### src/rtl/rom_fetch_ctrl_pkg.sv
// rtl/rom_fetch_ctrl_pkg.sv - shared constants and grant encoding for the ROM fetch controller
package rom_fetch_ctrl_pkg;

   localparam int                INST_W        = 32;
   localparam int                ROM_DEPTH     = 64;
   localparam int                ROM_IDX_W     = $clog2(ROM_DEPTH);
   localparam logic [63:0]       RESET_PC_DFLT = 64'h0;
   localparam logic [INST_W-1:0] NOP_INST      = 32'h0000_0013;

   typedef enum logic [1:0] {
      GNT_NONE,
      GNT_FETCH,
      GNT_DBG,
      GNT_REDIR
   } gnt_e;

endpackage

### src/rtl/rom_fetch_arb.sv
// rtl/rom_fetch_arb.sv - ROM port arbitration between fetch and debug with bounded debug latency
module rom_fetch_arb
   import rom_fetch_ctrl_pkg::*;
#(
   parameter int DBG_WAIT = 4
) (
   input  logic clk,
   input  logic rst_n,
   input  logic redirect_valid,
   input  logic dbg_req,
   input  logic slot_free,
   output logic gnt_fetch,
   output logic gnt_dbg
);

   localparam int CNT_W = $clog2(DBG_WAIT + 2);

   logic [CNT_W-1:0] wait_cnt;
   logic             wait_max;
   gnt_e             gnt;

   assign wait_max = (wait_cnt == CNT_W'(DBG_WAIT));

   // Debug wins outright when the fetch slot is blocked anyway, or once it has waited long enough.
   always_comb begin
      gnt = GNT_NONE;
      if (redirect_valid) begin
         gnt = GNT_REDIR;
      end else if (dbg_req && (wait_max || !slot_free)) begin
         gnt = GNT_DBG;
      end else if (slot_free) begin
         gnt = GNT_FETCH;
      end
   end

   assign gnt_fetch = (gnt == GNT_FETCH);
   assign gnt_dbg   = (gnt == GNT_DBG);

   always_ff @(posedge clk or negedge rst_n) begin
      if (!rst_n) begin
         wait_cnt <= '0;
      end else if (!dbg_req || gnt_dbg) begin
         wait_cnt <= '0;
      end else if (!wait_max) begin
         wait_cnt <= wait_cnt + 1'b1;
      end
   end

endmodule

### src/rtl/rom_fetch_ctrl.sv
// rtl/rom_fetch_ctrl.sv - fetch PC sequencer with registered output slot and shared debug ROM port
module rom_fetch_ctrl
   import rom_fetch_ctrl_pkg::*;
#(
   parameter int              PC_W     = 64,
   parameter logic [PC_W-1:0] RESET_PC = PC_W'(RESET_PC_DFLT),
   parameter int              IDX_W    = ROM_IDX_W,
   parameter int              DBG_WAIT = 4
) (
   input  logic              clk,
   input  logic              rst_n,
   input  logic              redirect_valid,
   input  logic [PC_W-1:0]   redirect_pc,
   output logic              out_valid,
   input  logic              out_ready,
   output logic [PC_W-1:0]   out_pc,
   output logic [INST_W-1:0] out_inst,
   input  logic              dbg_req,
   input  logic [IDX_W-1:0]  dbg_idx,
   output logic              dbg_ack,
   output logic [INST_W-1:0] dbg_data,
   output logic              rom_ce,
   output logic [PC_W-1:0]   rom_addr,
   input  logic [INST_W-1:0] rom_inst
);

   logic [PC_W-1:0] pc;
   logic            slot_free;
   logic            fire;
   logic            gnt_fetch;
   logic            gnt_dbg;

   assign slot_free = !out_valid || out_ready;
   assign fire      = out_valid && out_ready;

   rom_fetch_arb #(
      .DBG_WAIT (DBG_WAIT)
   ) u_arb (
      .clk            (clk),
      .rst_n          (rst_n),
      .redirect_valid (redirect_valid),
      .dbg_req        (dbg_req),
      .slot_free      (slot_free),
      .gnt_fetch      (gnt_fetch),
      .gnt_dbg        (gnt_dbg)
   );

   assign rom_ce = rst_n && (gnt_fetch || gnt_dbg);

   // Address stays zero whenever the ROM is not enabled, including during reset.
   always_comb begin
      rom_addr = '0;
      if (rst_n && gnt_dbg) begin
         rom_addr = PC_W'(dbg_idx);
      end else if (rst_n && gnt_fetch) begin
         rom_addr = pc >> 2;
      end
   end

   always_ff @(posedge clk or negedge rst_n) begin
      if (!rst_n) begin
         pc        <= RESET_PC;
         out_valid <= 1'b0;
         out_pc    <= '0;
         out_inst  <= '0;
      end else if (redirect_valid) begin
         pc        <= {redirect_pc[PC_W-1:2], 2'b00};
         out_valid <= 1'b0;
      end else if (gnt_fetch) begin
         out_valid <= 1'b1;
         out_pc    <= pc;
         out_inst  <= rom_inst;
         pc        <= pc + PC_W'(4);
      end else if (fire) begin
         out_valid <= 1'b0;
      end
   end

   always_ff @(posedge clk or negedge rst_n) begin
      if (!rst_n) begin
         dbg_ack  <= 1'b0;
         dbg_data <= '0;
      end else begin
         dbg_ack <= gnt_dbg;
         if (gnt_dbg) begin
            dbg_data <= rom_inst;
         end
      end
   end

endmodule

### config.mk
export PLATFORM = sky130hd
export DESIGN_NAME = rom_fetch_ctrl
export DESIGN_NICKNAME = d
export VERILOG_FILES = /design/src/rtl/rom_fetch_ctrl_pkg.sv /design/src/rtl/rom_fetch_arb.sv /design/src/rtl/rom_fetch_ctrl.sv
export SDC_FILE = /design/constraint.sdc
export NUM_CORES = 1
export LEC_CHECK = 0
export BUFFER_PORTS_ARGS = -buffer_cell sky130_fd_sc_hd__buf_2
export CORE_UTILIZATION = 51
export CTS_CLUSTER_DIAMETER = 50
export DETAILED_ROUTE_END_ITERATION = 10
export GPL_ROUTABILITY_DRIVEN = 0
export PLACE_DENSITY = 0.84
export SLEW_MARGIN = 20
export SYNTH_ARGS = -nofsm -noshare
export SYNTH_HDL_FRONTEND = slang
export SYNTH_SLANG_ARGS = --single-unit
### constraint.sdc
create_clock -name clk -period 3.8 [get_ports clk]
set_clock_uncertainty 0.05 [all_clocks]
set_input_delay 0.57 -clock clk [delete_from_list [all_inputs] [get_ports clk]]
set_output_delay 0.57 -clock clk [all_outputs]
set_load 0.01 [all_outputs]
==> flow_metrics.tcl, run 1 <==
set metrics [dict create \
    placed_area_mm2 0.0108 \
    hold_violations 0 \
    route.vias.total 7591 \
    clockBufferDepth 2 \
    grt_pass1_wl_um 38300 \
    cp-end-kind "output pin" \
    drt_iter0_markers 508 \
    worst_path_max_delay_cell "dfrtp_1" \
    routed_wl_um 24500 \
    grt_pass1_vias 7301 \
    syn-mean-instance-area_um2 10.9 \
    nFillCells 1386 \
    hpwl_um 17400 \
    crit_buf_inv 5 \
    ys_warn_count 0 \
    seq_area_frac_synth_pct 53.3 \
    hold_path_class "input pin to register" \
    die_area_mm2 0.0183 \
    antenna_found_initial 4 \
    setup_viol 0 \
    final_nets 1228 \
    crit_family "simple AND/OR/NAND/NOR gates" \
    die_w_um 135 \
    fin_util_pct 66.0 \
    wl_per_cell_um 18.1 \
    clock-sinks 193 \
    initial_utilization_pct 52.4 \
    path_class "register to output pin" \
    ys_types 37 \
    gr-usage-all-layers_pct 27.2 \
    fp.dieH_um 135 \
    required_ps 3180 \
    slowest_delay_ps 390 \
    ys_seq_elements 193 \
    core_mm2 0.0173 \
    setup_tns_ps 0 \
    ir_worst_vdd_mv 0.334 \
    crit_top_cell "nand2_1" \
    start_kind "register" \
    clk_pin_slew_ps 70 \
    critPathMaxFanout 35 \
    cts_buffers 17 \
    drv_slew 0 \
    drc_errors 0 \
    dp_cells 1320 \
    grt_max_degree 166 \
    maxCapViolCount 0 \
    grt_overflow 0 \
    instances_no_fill 1356 \
    p_leak_nw 5.39 \
    cts_root_buffer "clkbuf_16" \
    finalInstanceArea_mm2 0.0114 \
    cp.arrival_ps 2910 \
    layout.cells.most_common "buf_2" \
    fp-row-count 48 \
    clkLatencyLatePin_ps 430 \
    drive_gt1_share_pct 41.3 \
    grt_setup_unrepaired "no" \
    period_needed_ps 3530 \
    syn2layout_area_growth_pct 26.0 \
    timing.final.crit_share_pct 92.8 \
    p_per_area_mw_per_mm2 522 \
    status "finished clean" \
    h-tree-depth 4 \
    final_cell_mix "293 x buf_2, 193 x dfrtp_1, 119 x mux2_2" \
    worstPathCellList "inv_1, ha_1, nand2_1, nand2_1, nand2_1, nand2_1, inv_1, ha_1, buf_4, nand2_1, nor2_4, buf_12, and2_1, buf_2" \
    antenna_left 0 \
    drt-pass1-iter-count 4 \
    tightestPinTransition_ps 1050 \
    port_buffers 295 \
    fmax_ghz 0.284 \
    cts_repair_resize_count 0 \
    viasPerCell 5.60 \
    ioPinCount 302 \
    syn_area_mm2 0.00906 \
    cts_tree "done" \
    netlist_instances 835 \
    slew_headroom_pct 29.6 \
]
-- final cells by class --
cell class	instances	area (µm²)	share of cell area, %
Inverter	17	63.8	0.559
Multi-Input combinational cell	577	3980	34.9
Tap cell	225	282	2.47
Sequential cell	193	4830	42.3
Clock buffer	17	425	3.73
Timing Repair Buffer	309	1630	14.3
Clock inverter	15	193	1.69
Antenna cell	3	7.51	0.0658
-- report_power, final --
group / total (W) / internal [W] / switching, W
combinational: 0.00136 / 0.000667 / 0.000692
clock: 0.00185 / 0.000954 / 0.000899
sequential: 0.00275 / 0.00247 / 0.000286
-- cell usage after synthesis --
library cell  number  area share (%)
ha_1               6            0.83
nor4b_1            1           0.097
nor2_1            27             1.1
nor4_1            17             1.2
and3_1             7            0.48
xor2_1            20             1.9
and2_1            52             3.6
or4b_2             1            0.11
nand4_1           26             1.8
o31ai_1            4            0.33
a221o_1            3            0.33
clkbuf_1          34             1.4
mux2_2           119              15
a22oi_1            5            0.41
nor3_1            26             1.4
dfrtp_1          193              53
nand3_1           27             1.5
nor3_2             1            0.11
and4_1             1           0.097
nand4_2            2            0.28
o21ai_0           62             3.4
buf_1              8            0.33
a21oi_1            3            0.17
inv_1             17            0.70
o41ai_1            1           0.097
or3_1              6            0.41
nand2_1           96             4.0
buf_4              4            0.33
a31oi_1            8            0.55
xnor2_1           26             2.5
nor2b_1            5            0.35
conb_1             1           0.041
or4_1             15             1.2
or2_2              1           0.069
nand2b_1           3            0.21
mux2i_1            2            0.22
buf_2              5            0.28
-- metrics by stage --
step / worst slack (ps) / hold WS [ps] / power (W)
after floorplan: 70.7 / 224 / 0.00348
after global placement: 383 / 409 / 0.00408
after detailed placement: 337 / 414 / 0.00415
after CTS: 238 / 274 / 0.00602
after global routing: 40.1 / 281 / 0.00626
final: 273 / 290 / 0.00596
-- worst paths after layout --
| kind | startpoint | end | slack [ps] | depth (start not counted) |
|---|---|---|---|---|
| setup reg to reg | u_arb.wait_cnt[0]$_DFFE_PN0P_ | pc[63]$_DFFE_PN0P_ | 310 | 15 |
| hold / removal | redirect_pc[56] | pc[56]$_DFFE_PN0P_ | 290 | 3 |
| hold reg to reg | out_pc[29]$_DFFE_PN0P_ | out_pc[29]$_DFFE_PN0P_ | 430 | 2 |
| setup / recovery | u_arb.wait_cnt[0]$_DFFE_PN0P_ | rom_addr[43] | 270 | 14 |
| max in group asynchronous | rst_n | pc[15]$_DFFE_PN0P_ | 1940 | 3 |
| min in group asynchronous | rst_n | u_arb.wait_cnt[2]$_DFFE_PN0P_ | 550 | 2 |
-- flip-flops by register name, indices dropped and copies added, names as in the netlist --
name / flops
out_valid: 1
dbg_data: 32
out_pc: 62
u_arb.wait_cnt: 3
pc: 62
dbg_ack: 1
out_inst: 32
-- cell families (layout without fill, tap and decap cells) --
logic type | after synthesis | count (layout) | share of synthesized area (%)
AND/OR/NAND/NOR | 314 | 314 | 18.0
AO/OA/AOI/OAI | 86 | 86 | 5.31
multiplexers | 121 | 121 | 15.0
flip-flops | 193 | 193 | 53.3
other | 1 | 7 | 0.0414
XOR/XNOR | 46 | 46 | 4.45
buffers and inverters | 68 | 358 | 3.05
adder cells (fa/ha/maj) | 6 | 6 | 0.828
-- per-layer routing --
metal	track usage (%)	wire length (µm)	vias up
met3	6.88	1980	38
met1	34.3	9630	3734
met5	0	13	-
met4	9.55	511	2
met2	45.2	12400	328
li1	-	-	3489
-- worst min-delay path, stage by stage --
cell and delay (ps):
buf_2 70, nand2_1 40, o21ai_0 50
-- repair_timing --
action / in CTS / in global routing
endpoints found under the hold margin: 28 / 0
setup buffers: 0 / 0
hold buffers: 1 / 0
Power figures use the tool's default switching activity.
==> run 2, diff against run 1 <==
--- a/config.mk
+++ b/config.mk
@@ -10,6 +10,7 @@
 export CTS_CLUSTER_DIAMETER = 50
 export DETAILED_ROUTE_END_ITERATION = 10
 export GPL_ROUTABILITY_DRIVEN = 0
+export MAX_ROUTING_LAYER = met4
 export PLACE_DENSITY = 0.84
 export SLEW_MARGIN = 20
 export SYNTH_ARGS = -nofsm -noshare
==> run 2 against run 1 <==
  * Setup slack better by 9.5 ps
  * Die area did not move
  * Cell area about the same
  * First-iteration DRC count rose by 12%
  * Clock power about the same
  * Critical path depth stayed put
==> flow_metrics.tcl, run 2 (synthesized netlist as in run 1, its figures left out) <==
set metrics [dict create \
    status "finished clean" \
    route.vias.total 7588 \
    grt_max_degree 166 \
    port_buffers 295 \
    ir_worst_vdd_mv 0.337 \
    grt_pass1_vias 7312 \
    antenna_found_initial 4 \
    grt_setup_unrepaired "no" \
    layout.cells.most_common "buf_2" \
    gr-usage-all-layers_pct 28.0 \
    p_sw_w 0.00188 \
    final_nets 1228 \
    slowest_delay_ps 390 \
    clk_pin_slew_ps 80 \
    drv_slew 0 \
    drt_iter0_markers 568 \
    syn2layout_area_growth_pct 26.0 \
    fp.dieH_um 135 \
    start_kind "register" \
    die_area_mm2 0.0183 \
    hold_violations 0 \
    setup_tns_ps 0 \
    p_comb_share_pct 22.8 \
    initial_utilization_pct 52.4 \
    required_ps 3180 \
    timing.final.crit_share_pct 92.6 \
    crit_top_cell "nand2_1" \
    tightestPinTransition_ps 1020 \
    drive_gt1_share_pct 41.3 \
    cts_root_buffer "clkbuf_16" \
    p_leak_nw 5.39 \
    routed_wl_um 24500 \
    hold_path_class "input pin to register" \
    drt-pass1-iter-count 5 \
    nFillCells 1386 \
    core_mm2 0.0173 \
    cts_buffers 17 \
    finalInstanceArea_mm2 0.0114 \
    placed_area_mm2 0.0108 \
    ioPinCount 302 \
    intPower_w 0.00409 \
    final_cell_mix "293 x buf_2, 193 x dfrtp_1, 119 x mux2_2" \
    path_class "register to output pin" \
    grt_pass1_wl_um 38300 \
    hpwl_um 17400 \
    fmax_ghz 0.284 \
    antenna_left 0 \
    slew_headroom_pct 31.6 \
    worstPathCellList "inv_1, ha_1, nand2_1, nand2_1, nand2_1, nand2_1, inv_1, ha_1, buf_4, nand2_1, nor2_4, buf_12, and2_1, buf_2" \
    wl_per_cell_um 18.0 \
    drc_errors 0 \
    period_needed_ps 3520 \
    clock-sinks 193 \
    grt_overflow 0 \
    clockBufferDepth 2 \
    worst_path_max_delay_cell "dfrtp_1" \
    fin_hold_ws_ps 290 \
    die_w_um 135 \
    top_regs "out_pc: 62 flops, pc: 62 flops" \
    cp-end-kind "output pin" \
    critPathMaxFanout 35 \
    crit_buf_inv 5 \
    cts_tree "done" \
    crit_family "simple AND/OR/NAND/NOR gates" \
    cp.arrival_ps 2900 \
    fp-row-count 48 \
    maxCapViolCount 0 \
    swShare_pct 31.5 \
    clkPwrFrac_pct 31.1 \
    h-tree-depth 4 \
    clkLatencyLatePin_ps 430 \
    p_per_area_mw_per_mm2 523 \
    setup_viol 0 \
    pwr-share-seq_pct 46.1 \
    viasPerCell 5.59 \
]
-- run 2: changes by cell type in the layout (fill, tap and decap cells not counted), sizes merged --
cell	change
diode	+1
-- run 2: repair_timing --
item / 4_1_cts / 5_1_grt
hold endpoints to repair: 28 / 0
hold buffers: 1 / 0
buffers inserted: 0 / 0
setup endpoints to repair: 0 / 0
gates resized for setup: 0 / 0
-- run 2: final cells by class --
cell class | count | area, µm² | share of cell area [%]
antenna | 4 | 10.0 | 0.0877
clock buffer | 17 | 425 | 3.73
clock inverter | 15 | 193 | 1.69
inverter | 17 | 63.8 | 0.559
multi-input combinational | 577 | 3980 | 34.9
sequential | 193 | 4830 | 42.3
tap | 225 | 282 | 2.47
timing repair buffer | 309 | 1630 | 14.3
-- run 2: path summary, 6_finish.rpt --
| path | slack (ps) | cells after the start | end | start |
|---|---|---|---|---|
| min in group asynchronous | 550 | 2 | pc[11]$_DFFE_PN0P_ | rst_n |
| hold reg to reg | 430 | 2 | out_pc[29]$_DFFE_PN0P_ | out_pc[29]$_DFFE_PN0P_ |
| setup reg to reg | 320 | 15 | pc[63]$_DFFE_PN0P_ | u_arb.wait_cnt[0]$_DFFE_PN0P_ |
| setup / recovery | 280 | 14 | rom_addr[43] | u_arb.wait_cnt[0]$_DFFE_PN0P_ |
| hold / removal | 290 | 3 | pc[37]$_DFFE_PN0P_ | redirect_pc[37] |
| max in group asynchronous | 1940 | 3 | dbg_data[23]$_DFFE_PN0N_ | rst_n |
-- run 2: power groups by stage --
stage / clock network, W / registers, W / logic [W]
final: 0.00186 / 0.00275 / 0.00136
after global placement: 0 / 0.00275 / 0.00133
after CTS: 0.00189 / 0.00275 / 0.00138
after floorplan: 0 / 0.00291 / 0.000570
after detailed placement: 0 / 0.00278 / 0.00137
after global routing: 0.00198 / 0.00281 / 0.00147
-- run 2: worst min-delay path, delay by kind of cell --
kind | cells | cell delay [ps]
AO/OA/AOI/OAI | 1 | 50
buffers and inverters | 1 | 80
AND/OR/NAND/NOR | 1 | 40
-- run 2: per-stage QoR --
stage               cells  total power (W)  setup WS (ps)  util, %
finish               1357          0.00597            283     66.0
global route         1357          0.00626           40.7     66.0
CTS                  1353          0.00602            238     66.0
detailed placement   1320          0.00415            337     62.3
global placement     1320          0.00408            383     62.3
floorplan             838          0.00348           70.7        -
-- run 2: per-layer routing --
layer / track usage (%) / part of all wire, %
met1: 34.9 / 40
met2: 45.5 / 50
met3: 5.84 / 7.7
met4: 9.49 / 2.2
met5: - / 0
